==> config.mk <==
export PLATFORM = sky130hd
export DESIGN_NAME = half_argmax_classifier
export DESIGN_NICKNAME = d
export VERILOG_FILES = /design/src/rtl/half_pkg.sv /design/src/rtl/half_compare_gt.sv /design/src/rtl/half_argmax_classifier.sv
export SDC_FILE = /design/constraint.sdc
export NUM_CORES = 1
export LEC_CHECK = 0
export CAP_MARGIN = 20
export CORE_ASPECT_RATIO = 0.9
export CORE_MARGIN = 8
export CORE_UTILIZATION = 52
export CTS_CLUSTER_SIZE = 40
export DETAILED_ROUTE_END_ITERATION = 10
export HOLD_SLACK_MARGIN = 0.05
export PLACE_DENSITY = 0.89
export SLEW_MARGIN = 0
export SYNTH_ARGS = -nofsm -noshare
export SYNTH_HDL_FRONTEND = slang
export SYNTH_SLANG_ARGS = --single-unit
export TNS_END_PERCENT = 50
==> constraint.sdc <==
create_clock -name clk -period 4.18 [get_ports clk]
set_input_delay 0.627 -clock clk [delete_from_list [all_inputs] [get_ports clk]]
set_output_delay 0.627 -clock clk [all_outputs]
set_load 0.005 [all_outputs]
==> src/rtl/half_pkg.sv <==
// Shared fp16 types and ordering helpers.
// Used by the argmax stage and later reduction stages.
package half_pkg;

  localparam int         HALF_W       = 16;
  localparam logic [4:0] HALF_EXP_MAX = 5'h1F;

  typedef logic [HALF_W-1:0] half_t;

  typedef enum logic [1:0] {
    ST_IDLE,
    ST_SCAN,
    ST_DONE
  } argmax_state_t;

  function automatic logic half_is_nan(half_t h);
    return (h[14:10] == HALF_EXP_MAX) && (h[9:0] != 10'd0);
  endfunction

  // Strict a > b; NaN never wins and loses to any non-NaN.
  function automatic logic half_gt(half_t a, half_t b);
    logic r;
    r = 1'b0;
    if (half_is_nan(a)) begin
      r = 1'b0;
    end else if (half_is_nan(b)) begin
      r = 1'b1;
    end else if (a[14:0] == 15'd0 && b[14:0] == 15'd0) begin
      r = 1'b0;
    end else begin
      unique case ({a[15], b[15]})
        2'b00:   r = a[14:0] > b[14:0];
        2'b11:   r = a[14:0] < b[14:0];
        2'b01:   r = 1'b1;
        default: r = 1'b0;
      endcase
    end
    return r;
  endfunction

endpackage

==> src/rtl/half_compare_gt.sv <==
// Combinational fp16 strict greater-than.
// Shared by argmax and max-pool reductions.
module half_compare_gt
  import half_pkg::*;
(
  input  half_t a,
  input  half_t b,
  output logic  gt
);

  assign gt = half_gt(a, b);

endmodule

==> src/rtl/half_argmax_classifier.sv <==
// Sequential fp16 argmax: one element per clock.
// Emits class index and value as a one-cycle pulse.
module half_argmax_classifier
  import half_pkg::*;
#(
  parameter int LENGTH = 10,
  parameter int IDX_W  = $clog2(LENGTH) + ((LENGTH == 1) ? 1 : 0)
) (
  input  logic             clk,
  input  logic             rstn,
  input  logic             in_valid,
  output logic             in_ready,
  input  half_t            x [LENGTH],
  output logic             out_valid,
  output logic [IDX_W-1:0] class_idx,
  output half_t            max_val,
  output logic             overrun
);

  localparam logic [IDX_W-1:0] LAST = IDX_W'(LENGTH - 1);
  localparam logic [IDX_W-1:0] ONE  = IDX_W'(1);

  argmax_state_t    state;
  argmax_state_t    state_n;
  half_t            vec [LENGTH];
  half_t            best;
  logic [IDX_W-1:0] best_idx;
  logic [IDX_W-1:0] idx;
  logic             gt;
  logic             accept;
  logic             last;

  assign accept = in_valid & in_ready;
  assign last   = (idx == LAST);

  half_compare_gt u_cmp (
    .a  (vec[idx]),
    .b  (best),
    .gt (gt)
  );

  // State register.
  always_ff @(posedge clk) begin
    if (rstn) state <= ST_IDLE;
    else      state <= state_n;
  end

  // Next state and handshake outputs.
  always_comb begin
    state_n   = state;
    in_ready  = 1'b1;
    out_valid = 1'b0;
    unique case (state)
      ST_IDLE: begin
        if (in_valid)
          state_n = (LENGTH > 1) ? ST_SCAN : ST_DONE;
      end
      ST_SCAN: begin
        in_ready = 1'b0;
        if (last) state_n = ST_DONE;
      end
      ST_DONE: begin
        out_valid = 1'b1;
        if (in_valid)
          state_n = (LENGTH > 1) ? ST_SCAN : ST_DONE;
        else
          state_n = ST_IDLE;
      end
      default: state_n = ST_IDLE;
    endcase
  end

  // Vector capture, running best and result registers.
  always_ff @(posedge clk) begin
    if (rstn) begin
      for (int k = 0; k < LENGTH; k++) vec[k] <= '0;
      best      <= '0;
      best_idx  <= '0;
      idx       <= '0;
      class_idx <= '0;
      max_val   <= '0;
    end else if (accept) begin
      vec      <= x;
      best     <= x[0];
      best_idx <= '0;
      idx      <= ONE;
      if (LENGTH == 1) begin
        class_idx <= '0;
        max_val   <= x[0];
      end
    end else if (state == ST_SCAN) begin
      idx <= idx + ONE;
      if (gt) begin
        best     <= vec[idx];
        best_idx <= idx;
      end
      if (last) begin
        class_idx <= gt ? idx : best_idx;
        max_val   <= gt ? vec[idx] : best;
      end
    end
  end

  // Sticky flag for pulses dropped during a scan.
  always_ff @(posedge clk) begin
    if (rstn)                      overrun <= 1'b0;
    else if (in_valid && !in_ready) overrun <= 1'b1;
  end

endmodule

==> flow_summary_export.csv <==
group,metric,value,unit
global_routing,grt_pass1_vias,8896,
yosys,syn_area,9640,sq um
yosys,synth-seq-cells,207,
floorplan,die_h,145,um
drt,vias,9092,
drt,viasPerCell,5.82,
drt,routed_wl,29.6,mm
yosys,yosysTopAreaCell,"dfxtp_1",
drt,routedWlPerCell,18.9,um
yosys,synth_edf_count,0,
yosys,yosysTopAreaCellShare,0.430,
floorplan,rows,47,
global_routing,grt_start_max_net_pins,113,
timing,skew,0.0278,ns
min_path,hold_class,"register to register",
clocking,cts_resized,0,
timing,worst_pin_slew,0.849,ns
drt,route.detailed.drc,0,
timing,timing.fmax,256,MHz
placed_design,placed_cells,1524,
power,finalPower,4.93,mW
global_routing,grt_antenna_before_repair,0,
power,peakVddDrop,269,uV
clocking,postCtsHoldBufs,0,
timing,fin_crit,3.91,ns
timing,timing.setup.tns,0,ns
yosys,synth_nets,1343,
layout,final_cell_mix,"nand2_1, dfxtp_1, clkdlybuf4s50_1",
timing,timing.final.crit_share,0.935,
layout,drive_above_1_share,0.0804,
clocking,cts_buffer_depth,3,
placed_design,hpwl,21.5,mm
status,status,"finished, final reports clean",
setup_path,cp_data_arrival_time,4.24,ns
clocking,postCtsSetupBuffers,0,
floorplan,start_util,0.527,
yosys,synth_cells,1163,
setup_path,path_class,"register to register",
layout,area_delta_synth_final,27.1,%
floorplan,die_x,160,um
flow_run,max-cap-violations,0,
timing,rsz0062_at_grt,"no",
timing,slew_viol_final,0,
layout,diodes,0,
power,power.density,402,nW/um^2
layout,layout_commonest_cell,"nand2_1",
setup_path,crit_path_max_fanout,16,
clocking,cts_buffers,22,
global_routing,grt_overflow,0,
clocking,worstSkewPairLatency,0.52,ns
yosys,ys_seq_area_frac,0.430,
floorplan,num_io_pins,186,
floorplan,die_area,23200,sq um
layout,layout.nets,1483,
yosys,synth_ff_type,"dfxtp_1",
clocking,root_buffer,"clkbuf_16",
placed_design,port_buffers,185,
layout,fin_cells,1563,
timing,slew_headroom,0.432,
timing,hold_violations,0,
layout,stdcell_area,12200,sq um
clocking,clk_pin_slew,0.06,ns
yosys,synth_area_leaders,"dfxtp_1, nand2_1, a21oi_1, mux2i_1, mux4_2",
drt,drt_iter0_drc,801,
clocking,h-tree-depth,1,
timing,setup_viol_count_final,0,
floorplan,core_area,18300,sq um
setup_path,crit_required,4.51,ns
setup_path,worst-r2r-setup-slack,0.27,ns
placed_design,post_dp_cell_area,11600,sq um
clocking,cts_tree,"yes",
placed_design,place.gp.congestion,0.996,
clocking,clock_sinks,207,
yosys,synthDistinctLibCells,64,
yosys,ys_async_sr_fraction,0,
setup_path,critPathLaunchType,"register",
drt,drt_first_pass_iters,7,
setup_path,end_kind,"register",
drt,antenna_left,0,
yosys,yosysWarnings,0,
global_routing,grt_use_total,0.244,
power,p_leak,4.48,nW
global_routing,grt_pass1_wl,47.1,mm
yosys,syn_area_per_cell,8.29,sq um
-- stage by stage --
| step | util | setup WS (ns) | hold WS [ns] |
|---|---|---|---|
| global placement | 0.633 | 0.257 | 0.439 |
| detailed placement | 0.633 | 0.185 | 0.446 |
| floorplan | - | 0.512 | 0.432 |
| CTS | 0.669 | 0.137 | 0.455 |
| global route | 0.670 | 0.00152 | 0.471 |
| finish | 0.670 | 0.271 | 0.454 |
-- per-layer routing --
metal,global-route usage,share of wire,up-vias
met2,0.393,0.47,422
li1,-,-,4308
met1,0.324,0.42,4297
met3,0.0478,0.079,65
met4,0.0820,0.030,0
met5,0,0,-
-- registers in the layout (all words and copies together) (netlist names) --
name / cells
vec: 160
best: 16
max_val: 16
best_idx: 4
class_idx: 4
idx: 4
state: 2
overrun: 1
-- cell type report --
class,instances,area [sq um]
fill,1413,6040
multi-input combinational,828,4910
sequential,207,4150
timing repair buffer,212,2110
clock buffer,31,594
tap,245,307
inverter,32,120
clock inverter,8,60.1
-- synth_stat cells (6+ instances only) --
| library cell | instances |
|---|---|
| a21oi_1 | 176 |
| a221oi_1 | 14 |
| a22oi_1 | 12 |
| a311oi_1 | 9 |
| a31oi_1 | 7 |
| buf_2 | 8 |
| buf_4 | 7 |
| buf_6 | 8 |
| clkbuf_1 | 69 |
| dfxtp_1 | 207 |
| ha_1 | 17 |
| inv_1 | 30 |
| mux2i_1 | 51 |
| mux4_2 | 15 |
| nand2_1 | 343 |
| nand3_1 | 6 |
| nand3b_1 | 14 |
| nand4_1 | 17 |
| nor2_1 | 30 |
| nor2b_1 | 7 |
| o211ai_1 | 8 |
| o21ai_0 | 6 |
| o21bai_1 | 18 |
| o31ai_1 | 7 |
| or3_1 | 9 |
-- logic make-up (layout without fill, tap and decap cells) --
logic type / count (synthesis) / after routing / share of synthesized area
AO/OA/AOI/OAI: 288 / 288 / 0.186
AND/OR/NAND/NOR: 450 / 450 / 0.203
buffers and inverters: 128 / 283 / 0.0622
flip-flops: 207 / 207 / 0.430
adder cells (fa/ha/maj): 17 / 17 / 0.0221
multiplexers: 71 / 71 / 0.0954
XOR/XNOR: 2 / 2 / 0.00182
-- worst paths after layout --
kind	endpoint	start	cells past startpoint
worst min-delay path	vec[47]	vec[47]	2
worst min register to register	vec[47]	vec[47]	2
worst max-delay path	best[14]	idx[2]	11
worst max register to register	best[14]	idx[2]	11
-- critical path: stages, from the launching register on --
cell and delay (ns):
dfxtp_1 0.57, or3b_1 0.64, o21a_2 0.32, inv_2 0.07, ha_1 0.29, a21o_1 0.19
a21o_1 0.17, a211oi_1 0.32, a21oi_1 0.16, o21ba_2 0.26, a41oi_4 0.54, a221oi_1 0.17
-- where the power goes --
part           leakage [nW]  switching, mW  internal (mW)
logic                  2.47          0.537          0.429
clock network         0.315          0.785           1.00
registers              1.70         0.0817           2.10
total                  4.48           1.40           3.52
Power figures use the tool's default switching activity.
